**src/rtl/opll_vgm_pkg.sv**
```systemverilog
// ============================================================================
// Module   : opll_vgm_pkg
// Contents : Shared command/state encodings and default bus timing constants
//            for the VGM-driven OPLL bus writer.
// Revision : 1.0 - initial release
// ============================================================================
`default_nettype none

package opll_vgm_pkg;

  typedef enum logic [1:0] {
    CMD_WRITE = 2'd0,
    CMD_WAIT  = 2'd1,
    CMD_END   = 2'd2,
    CMD_NOP   = 2'd3
  } cmd_type_t;

  typedef enum logic [3:0] {
    ST_IDLE      = 4'd0,
    ST_ADR_SETUP = 4'd1,
    ST_ADR_PULSE = 4'd2,
    ST_ADR_HOLD  = 4'd3,
    ST_DAT_SETUP = 4'd4,
    ST_DAT_PULSE = 4'd5,
    ST_DAT_HOLD  = 4'd6,
    ST_WAIT      = 4'd7,
    ST_DONE      = 4'd8
  } state_t;

  localparam int WR_PULSE  = 2;
  localparam int ADDR_WAIT = 12;
  localparam int DATA_WAIT = 84;
  localparam int VGM_RATE  = 44100;
  localparam int OPLL_CLK  = 3579545;

endpackage

`default_nettype wire

```
**src/rtl/opll_sample_tick.sv**
```systemverilog
// ============================================================================
// Module   : opll_sample_tick
// Function : Fractional accumulator divider; one-clock pulse at an average
//            rate of SMP_NUM/SMP_DEN per clock.
// Revision : 1.0 - initial release
// ============================================================================
`default_nettype none

module opll_sample_tick #(
  parameter int SMP_NUM = opll_vgm_pkg::VGM_RATE,
  parameter int SMP_DEN = opll_vgm_pkg::OPLL_CLK
) (
  input  logic i_EMUCLK,
  input  logic i_RST,
  output logic o_SMP_TICK
);

  localparam int               c_ACC_W = $clog2(SMP_DEN) + 1;
  localparam logic [c_ACC_W-1:0] c_NUM = c_ACC_W'(SMP_NUM);
  localparam logic [c_ACC_W-1:0] c_DEN = c_ACC_W'(SMP_DEN);

  logic [c_ACC_W-1:0] acc_q, acc_d, w_sum;
  logic               tick_q, tick_d;

  // Wrap subtracts the full modulus so the long-run rate carries no drift.
  always_comb begin
    w_sum  = acc_q + c_NUM;
    acc_d  = w_sum;
    tick_d = 1'b0;
    if (w_sum >= c_DEN) begin
      acc_d  = w_sum - c_DEN;
      tick_d = 1'b1;
    end
  end

  always_ff @(posedge i_EMUCLK or posedge i_RST) begin
    if (i_RST) begin
      acc_q  <= '0;
      tick_q <= 1'b0;
    end else begin
      acc_q  <= acc_d;
      tick_q <= tick_d;
    end
  end

  assign o_SMP_TICK = tick_q;

endmodule

`default_nettype wire

```
**src/rtl/opll_vgm_bus_writer.sv**
```systemverilog
// ============================================================================
// Module   : opll_vgm_bus_writer
// Function : VGM WRITE/WAIT/END command player driving the OPLL CPU bus with
//            phiM-timed address/data cycles and 44.1 kHz sample pacing.
//            Optional OPLL_VGM_WRCNT_EN adds write/sample statistics ports.
// Revision : 1.0 - initial release
// ============================================================================
`default_nettype none

module opll_vgm_bus_writer #(
  parameter int WR_PULSE  = opll_vgm_pkg::WR_PULSE,
  parameter int ADDR_WAIT = opll_vgm_pkg::ADDR_WAIT,
  parameter int DATA_WAIT = opll_vgm_pkg::DATA_WAIT,
  parameter int SMP_NUM   = opll_vgm_pkg::VGM_RATE,
  parameter int SMP_DEN   = opll_vgm_pkg::OPLL_CLK
) (
  input  logic        i_EMUCLK,
  input  logic        i_RST,
  input  logic        i_phiM_PCEN_n,
  input  logic        i_CMD_VALID,
  output logic        o_CMD_READY,
  input  logic [1:0]  i_CMD_TYPE,
  input  logic [15:0] i_CMD_ARG,
  output logic        o_CS_n,
  output logic        o_WR_n,
  output logic        o_A0,
  output logic [7:0]  o_D,
  output logic        o_BUSY,
  output logic        o_DONE,
  output logic        o_SMP_TICK
`ifdef OPLL_VGM_WRCNT_EN
  ,
  output logic [15:0] o_WR_COUNT,
  output logic [31:0] o_SMP_COUNT
`endif
);

  import opll_vgm_pkg::*;

  localparam logic [15:0] c_PULSE_LD = 16'(WR_PULSE - 1);
  localparam logic [15:0] c_ADDR_LD  = 16'(ADDR_WAIT - 1);
  localparam logic [15:0] c_DATA_LD  = 16'(DATA_WAIT - 1);

  state_t      state_q;
  logic [15:0] cnt_q;
  logic [7:0]  dat_q;
  logic        strobe_n_q;
  logic        a0_q;
  logic [7:0]  d_q;
  logic        ready_q;
  logic        done_q;

  logic        w_pe;
  logic        w_tick;
  logic        w_accept;

  assign w_pe     = !i_phiM_PCEN_n;
  assign w_accept = i_CMD_VALID && ready_q;

  opll_sample_tick #(
    .SMP_NUM (SMP_NUM),
    .SMP_DEN (SMP_DEN)
  ) u_tick (
    .i_EMUCLK   (i_EMUCLK),
    .i_RST      (i_RST),
    .o_SMP_TICK (w_tick)
  );

  // Each timed state loads cnt_q with (duration-1) and leaves on the pe where it is 0.
  always_ff @(posedge i_EMUCLK or posedge i_RST) begin
    if (i_RST) begin
      state_q    <= ST_IDLE;
      cnt_q      <= '0;
      dat_q      <= '0;
      strobe_n_q <= 1'b1;
      a0_q       <= 1'b0;
      d_q        <= '0;
      ready_q    <= 1'b0;
      done_q     <= 1'b0;
    end else begin
      ready_q <= (state_q == ST_IDLE) && !w_accept;
      case (state_q)
        ST_IDLE: begin
          if (w_accept) begin
            case (cmd_type_t'(i_CMD_TYPE))
              CMD_WRITE: begin
                state_q <= ST_ADR_SETUP;
                a0_q    <= 1'b0;
                d_q     <= i_CMD_ARG[15:8];
                dat_q   <= i_CMD_ARG[7:0];
                cnt_q   <= '0;
              end
              CMD_WAIT: begin
                state_q <= ST_WAIT;
                cnt_q   <= i_CMD_ARG;
              end
              CMD_END: begin
                state_q <= ST_DONE;
                done_q  <= 1'b1;
              end
              default: ;
            endcase
          end
        end
        ST_WAIT: begin
          if (w_tick && cnt_q != 16'd0) cnt_q <= cnt_q - 16'd1;
          if (cnt_q == 16'd0 || (w_tick && cnt_q == 16'd1)) state_q <= ST_IDLE;
        end
        ST_DONE: ;
        default: begin
          if (w_pe) begin
            if (cnt_q != 16'd0) begin
              cnt_q <= cnt_q - 16'd1;
            end else begin
              case (state_q)
                ST_ADR_SETUP: begin
                  state_q    <= ST_ADR_PULSE;
                  strobe_n_q <= 1'b0;
                  cnt_q      <= c_PULSE_LD;
                end
                ST_ADR_PULSE: begin
                  state_q    <= ST_ADR_HOLD;
                  strobe_n_q <= 1'b1;
                  cnt_q      <= c_ADDR_LD;
                end
                ST_ADR_HOLD: begin
                  state_q <= ST_DAT_SETUP;
                  a0_q    <= 1'b1;
                  d_q     <= dat_q;
                  cnt_q   <= '0;
                end
                ST_DAT_SETUP: begin
                  state_q    <= ST_DAT_PULSE;
                  strobe_n_q <= 1'b0;
                  cnt_q      <= c_PULSE_LD;
                end
                ST_DAT_PULSE: begin
                  state_q    <= ST_DAT_HOLD;
                  strobe_n_q <= 1'b1;
                  cnt_q      <= c_DATA_LD;
                end
                default: begin
                  state_q    <= ST_IDLE;
                  strobe_n_q <= 1'b1;
                  d_q        <= '0;
                end
              endcase
            end
          end
        end
      endcase
    end
  end

  assign o_CMD_READY = ready_q;
  assign o_CS_n      = strobe_n_q;
  assign o_WR_n      = strobe_n_q;
  assign o_A0        = a0_q;
  assign o_D         = d_q;
  assign o_BUSY      = (state_q != ST_IDLE) && (state_q != ST_DONE);
  assign o_DONE      = done_q;
  assign o_SMP_TICK  = w_tick;

`ifdef OPLL_VGM_WRCNT_EN
  logic [15:0] wr_count_q;
  logic [31:0] smp_count_q;

  always_ff @(posedge i_EMUCLK or posedge i_RST) begin
    if (i_RST) begin
      wr_count_q  <= '0;
      smp_count_q <= '0;
    end else begin
      if (state_q == ST_DAT_HOLD && w_pe && cnt_q == 16'd0) wr_count_q <= wr_count_q + 16'd1;
      if (state_q == ST_WAIT && w_tick && cnt_q != 16'd0) smp_count_q <= smp_count_q + 32'd1;
    end
  end

  assign o_WR_COUNT  = wr_count_q;
  assign o_SMP_COUNT = smp_count_q;
`endif

endmodule

`default_nettype wire
```
**config.mk**
```make
export PLATFORM = sky130hd
export DESIGN_NAME = opll_vgm_bus_writer
export DESIGN_NICKNAME = d
export VERILOG_FILES = /design/src/rtl/opll_vgm_pkg.sv /design/src/rtl/opll_sample_tick.sv /design/src/rtl/opll_vgm_bus_writer.sv
export SDC_FILE = /design/constraint.sdc
export NUM_CORES = 1
export LEC_CHECK = 0
export BUFFER_PORTS_ARGS = -buffer_cell sky130_fd_sc_hd__buf_2
export CAP_MARGIN = 15
export CORE_MARGIN = 2
export CORE_UTILIZATION = 50
export DETAILED_ROUTE_END_ITERATION = 6
export PLACE_DENSITY = 0.69
export SLEW_MARGIN = 0
export SYNTH_ARGS = -nofsm -noshare
export SYNTH_HDL_FRONTEND = slang
export SYNTH_SLANG_ARGS = --single-unit
```
**constraint.sdc**
```tcl
create_clock -name i_EMUCLK -period 3.5 [get_ports i_EMUCLK]
set_input_delay 0.875 -clock i_EMUCLK [delete_from_list [all_inputs] [get_ports i_EMUCLK]]
set_output_delay 0.875 -clock i_EMUCLK [all_outputs]
set_load 0.01 [all_outputs]
```
==> metrics.md, run 1 <==
| Metric | Value |
|---|---|
| Outcome | finished, final reports clean |
| Detailed Routing Iterations Pass 1 | 5 |
| Largest net degree at the start of global routing | 65 |
| Cells after Synth | 508 |
| Clock-pin slew on the worst setup and hold paths | 0.08 ns |
| Vias in the first global route | 3864 |
| Via count | 3932 |
| Critical Path Source Type | register |
| RSZ-0062 raised after global routing | no |
| Num CTS Buffers | 9 |
| Die height | 98.3 um |
| Multi-input logic area | 0.00266 sq mm |
| Max_cap viols | 0 |
| Gr ovfl total | 0 |
| # IOs | 37 |
| DRT iter0 DRCs | 167 |
| Synth unique cells | 82 |
| First-pass GRT wire length | 18.3 mm |
| Final count of hold timing violations | 0 |
| Final WL | 10.8 mm |
| Leak Pwr | 1.98 nW |
| Min-Delay Path Class | reg -> reg |
| Final min period | 3.26 ns |
| Synth warn | 0 |
| Filler cells | 825 |
| Primary FF master, synth | dfrtp_1 |
| Post-route cell area | 0.00496 sq mm |
| Hold slack final | 0.467 ns |
| Worst setup EP type | register |
| Fin crit share | 93.2% |
| Async SR Flop Fraction | 100% |
| Fin Setup TNS | 0 ns |
| Layout cell share with drive strength beyond 1 | 20.1% |
| Initial antenna violation count | 0 |
| Post-layout util | 57.1% |
| CTS Root Cell | clkbuf_8 |
| Share of the synthesized area in the top cell type | 35.5% |
| Highest ir drop seen on vdd | 0.000290 V |
| Final setup violation count | 0 |
| Count of input and output buffers | 36 |
| Critical-path maximum fanout | 12 |
| Die Wd | 98.3 um |
| P per Cell Area | 628 mW/mm^2 |
| Critical path data arrival time | 3.49 ns |
| H-tree depth | 3 |
| Cts hold-fix bufs | 0 |
| Wire per inst | 16.7 um |
| Clock latency on the worst-skew pair | 0.34 ns |
| Mapped cell area | 0.00445 sq mm |
| Main area contributors after synthesis | dfrtp_1, o21ai_0, nor2_1 |
| Final nets | 569 |
| Clk_skew | 0.0131 ns |
| Slew Limit Fails | 0 |
| Core Footprint | 0.00868 sq mm |
| Layout area overhead | 11.5% |
| Syn Nets | 540 |
| Max clock buf depth | 2 |
| Worst-Margin Slew | 0.832 ns |
| Sequential cell area | 0.00160 sq mm |
| Initial cell density of the core | 51.2% |
| EDFF count, synth | 0 |
| Area leader, netlist | dfrtp_1 |
| Gpl congestion | 0.894 |
| ANT cells | 0 |
| Crit Path Category | reg -> reg |
| Post-synthesis sequential area ratio | 36.1% |
| Mean Syn Cell Area | 8.75 sq um |
| Vias per cell | 6.05 |
| DIE AREA | 0.00966 sq mm |
| TritonCTS clock tree | yes |
| Gr usage total | 23.0% |
| Fmax achieved | 0.306 GHz |
| Post-route ant nets | 0 |
| Row cnt | 34 |
| Clk sinks | 64 |
| Rel. slew slack | 44.1% |
| Flops & latches, synth | 64 |
| DRC errors left | 0 |
| Area post-placement | 0.00469 sq mm |
| CP required | 3.72 ns |
| Post-DP HPWL | 7.77 mm |
registers in the layout, summed over array words and instances, names as in the netlist:
name               flops
o_D                    8
dat_q                  8
cnt_q                 16
u_tick.acc_q          23
u_tick.o_SMP_TICK      1
o_A0                   1
o_CS_n                 1
o_DONE                 1
state_q                4
o_CMD_READY            1
path summary, 6_finish.rpt:
path                                 start               to  slack (ns)  cells past startpoint
max in group asynchronous            i_RST         cnt_q[4]        2.20                      3
max                        u_tick.acc_q[3]  u_tick.acc_q[7]        0.24                      9
min in group asynchronous            i_RST      o_CMD_READY        0.77                      3
min reg2reg                    o_CMD_READY      o_CMD_READY        0.47                      1
min                            o_CMD_READY      o_CMD_READY        0.47                      1
max reg2reg                u_tick.acc_q[3]  u_tick.acc_q[7]        0.24                      9
critical path, stage by stage, from the launching register on:
cell and delay, ns:
dfrtp_1 0.49, ha_2 0.33, a31oi_2 0.25, or3_4 0.47, a2111oi_4 0.37, a311oi_2 0.13, nor2_1 0.30, a311o_2 0.44
o21ai_0 0.19, xnor2_1 0.16
cells in the mapped netlist (3+ instances only):
cell / instances
a21oi_1: 39
a22oi_1: 13
a31oi_1: 7
and2_1: 4
buf_2: 8
clkbuf_1: 14
dfrtp_1: 63
ha_1: 10
inv_1: 15
mux2_2: 9
nand2_1: 39
nand2_2: 7
nand2b_1: 4
nand3_1: 13
nand3b_1: 4
nand4_1: 6
nand4b_1: 4
nor2_1: 53
nor2b_1: 5
nor3_1: 17
nor3b_1: 4
nor4_1: 4
o21ai_0: 43
o22a_1: 3
or2_2: 3
or3_1: 10
or3_4: 3
xnor2_1: 20
xor2_1: 12
stage by stage:
step	setup slack (ns)	total power [mW]	cells
final	0.237	3.11	650
after global routing	0.0656	3.35	650
after CTS	0.0376	3.13	649
after detailed placement	0.0757	2.32	633
after global placement	0.266	2.27	633
after floorplan	0.713	1.97	508
report_power, final:
part | internal (mW) | leakage (nW) | switching, mW | total (mW)
sequential | 0.947 | 0.802 | 0.200 | 1.15
clock | 0.496 | 0.123 | 0.311 | 0.807
combinational | 0.469 | 1.06 | 0.691 | 1.16
per-layer routing:
| metal | GRT usage [%] | share of wire [%] |
|---|---|---|
| met5 | 0 | 0 |
| met2 | 37.9 | 50 |
| met4 | 9.38 | 2.2 |
| met1 | 30.1 | 44 |
| met3 | 3.72 | 3.7 |
layout by cell type, fill, tap and decap left out, drive strengths merged, types with 13 or more instances in the layout:
cell type / count
nand3: 15
or3: 13
nor3: 19
xor2: 13
xnor2: 21
o21ai: 45
nor2: 55
a22oi: 13
buf: 45
a21oi: 40
nand2: 46
inv: 16
dfrtp: 63
layout make-up:
cell class                 instances  share of cell area (%)
timing repair buffer              45                    5.00
multi-input combinational        402                    53.7
clock inverter                     6                    2.32
clock buffer                      10                    2.78
sequential                        64                    32.3
inverter                          15                    1.14
tap                              108                    2.73
logic make-up (layout without fill, tap and decap cells):
family / after synthesis / in the layout / synth area share (%)
flops: 64 / 64 / 36.1
compound gates: 146 / 147 / 22.0
mux: 12 / 12 / 2.98
xor+xnor: 34 / 34 / 7.04
simple gates: 199 / 199 / 24.5
fa+ha+maj: 10 / 10 / 2.81
buf+inv: 43 / 76 / 4.53
what timing repair did:
action                     CTS  global route
buffers inserted             0             0
setup endpoints to repair    0            16
resized for setup            0             2
Note: power is estimated with default switching activity, not from simulation.
==> inputs of run 2 (changes only) <==
Settings changed: CORE_UTILIZATION 50 to 43, PLACE_DENSITY 0.69 to default.
==> run 2 against run 1 <==
Net effect: clock power decreased by 16%; via count increased by 0.71%; combinational power increased by 4%; utilization decreased by 8.1 points; final cell count increased by 5.2%; total power decreased by 2.7%; wire length increased by 5.0%; maximum frequency decreased by 1.6%; sequential share of layout area decreased by 0.26 points; largest power group unchanged.
==> metrics.md, run 2 (synthesized netlist as in run 1, its figures left out) <==
| Metric | Value |
|---|---|
| Clock latency on the worst-skew pair | 0.35 ns |
| Critical path cell sequence | ha_2 > a31oi_2 > or3_4 > a2111oi_4 > a311oi_2 > nor3_1 > a311o_2 > o21ai_0 > xnor2_1 |
| Filler cells | 987 |
| R2r endpoint | u_tick.acc_q[4] |
| Layout area overhead | 12.4% |
| Slew Limit Fails | 0 |
| R2r setup slk | 0.18 ns |
| Biggest regs | u_tick.acc_q x23, cnt_q x16 |
| Final setup violation count | 0 |
| # IOs | 37 |
| Max_cap viols | 0 |
| Outcome | finished, final reports clean |
| Gr ovfl total | 0 |
| Worst-Margin Slew | 0.859 ns |
| Worst hold path depth | 1 |
| Final nets | 576 |
| CTS Root Cell | clkbuf_8 |
| Largest net degree at the start of global routing | 32 |
| Area post-placement | 0.00478 sq mm |
| Clk_skew | 0.0198 ns |
| Max clock buf depth | 2 |
| Clk sinks | 64 |
| P per Cell Area | 606 mW/mm^2 |
| Post-layout util | 49.1% |
| Post-route cell area | 0.00500 sq mm |
| Wire per inst | 16.6 um |
| Row cnt | 37 |
| CTS resizes | 0 |
| Hold slack final | 0.469 ns |
| Critical-path maximum fanout | 12 |
| Post-route ant nets | 0 |
| Post-DP HPWL | 8.06 mm |
| Die height | 106 um |
| Most frequent cells in the layout | dfrtp_1, nor2_1, o21ai_0 |
| DRC errors left | 0 |
| Final min period | 3.32 ns |
| Largest Register | u_tick.acc_q |
| Initial antenna violation count | 0 |
| Worst setup EP type | register |
| Initial cell density of the core | 43.6% |
| Worst path slowest cell | dfrtp_1 |
| Leak Pwr | 1.99 nW |
| CP required | 3.73 ns |
| Total power | 3.03 mW |
| Vias in the first global route | 3822 |
| Layout cell share with drive strength beyond 1 | 21.0% |
| Crit Path Category | reg -> reg |
| H-tree depth | 3 |
| ANT cells | 0 |
| Via count | 3960 |
| TritonCTS clock tree | yes |
| Max incr delay on CP | 0.49 ns |
| Max reg flops | 23 |
| First-pass GRT wire length | 18.4 mm |
| Detailed Routing Iterations Pass 1 | 4 |
| Min-Delay Path Class | reg -> reg |
| Cts hold-fix bufs | 0 |
| Critical Path Source Type | register |
| Clock-pin slew on the worst setup and hold paths | 0.09 ns |
| DRT iter0 DRCs | 191 |
| Highest ir drop seen on vdd | 0.000245 V |
| Core Footprint | 0.0102 sq mm |
| Num CTS Buffers | 9 |
| Hold worst-path end | o_CMD_READY |
| R2R depth | 9 |
| Reg2reg start | u_tick.acc_q[3] |
| Final WL | 11.4 mm |
| Most common cell after layout, fill and taps aside | dfrtp_1 |
| Fmax achieved | 0.302 GHz |
| DIE AREA | 0.0112 sq mm |
| Final count of hold timing violations | 0 |
| Post-CTS Setup Bufs | 0 |
| Vias per cell | 5.79 |
| Die Wd | 106 um |
| Hold_sp | o_CMD_READY |
| Critical path data arrival time | 3.55 ns |
| Gpl congestion | 0.848 |
| Fin crit share | 94.7% |
| Crit path from | u_tick.acc_q[3] |
| Gr usage total | 20.4% |
| Count of input and output buffers | 36 |
| Rel. slew slack | 42.6% |
## run 2: cell types whose count changed in the layout (fill, tap and decap cells not counted)
cell	delta
clkbuf_8	+1
bufinv_16	-2
buf_4	+7
inv_6	-1
clkinvlp_4	+1
## run 2: power by group
part	leakage (nW)	total [mW]	internal, mW	switching, mW
clock	0.0976	0.676	0.365	0.310
combinational	1.09	1.21	0.498	0.710
sequential	0.802	1.15	0.947	0.199
total	1.99	3.03	1.81	1.22
## run 2: final cells by class
| class | instances | area [sq um] | share of cell area (%) |
|---|---|---|---|
| multi-input combinational | 402 | 2660 | 53.3 |
| sequential | 64 | 1600 | 32.1 |
| timing repair buffer | 52 | 300 | 6.01 |
| tap | 136 | 170 | 3.41 |
| clock buffer | 11 | 151 | 3.03 |
| inverter | 15 | 56.3 | 1.13 |
| clock inverter | 4 | 53.8 | 1.08 |
## run 2: stage by stage
step | std cells | setup slack (ns) | TNS [ns]
after global routing | 684 | -0.0212 | -0.0212
after CTS | 683 | 0.0708 | 0
final | 684 | 0.185 | 0
after global placement | 668 | 0.254 | 0
after floorplan | 508 | 0.713 | 0
after detailed placement | 668 | 0.0837 | 0
## run 2: worst max-delay path, delay by kind of cell, from the launching register on
family                     cells  cell delay [ns]
AOI/OAI and AO/OA              5             1.32
xor gates and xnor gates       1             0.16
adders and majority gates      1             0.34
DFF                            1             0.49
and+or+nand+nor                2             0.88
## run 2: worst max-delay path by stage
stage | endpoint | slack [ns] | cells after the start
floorplan | u_tick.acc_q[12] | 0.71 | 11
global placement | u_tick.acc_q[7] | 0.25 | 9
detailed placement | u_tick.acc_q[4] | 0.08 | 9
CTS | u_tick.acc_q[4] | 0.07 | 9
global route | u_tick.acc_q[4] | -0.02 | 9
finish | u_tick.acc_q[4] | 0.18 | 9
## run 2: layer usage
layer | wire, um | global-route usage [%] | vias to the layer above
li1 | - | - | 1932
met1 | 4960 | 26.5 | 1883
met2 | 5590 | 33.1 | 125
met3 | 626 | 5.01 | 20
met4 | 187 | 7.24 | 0
met5 | 0 | 0 | -
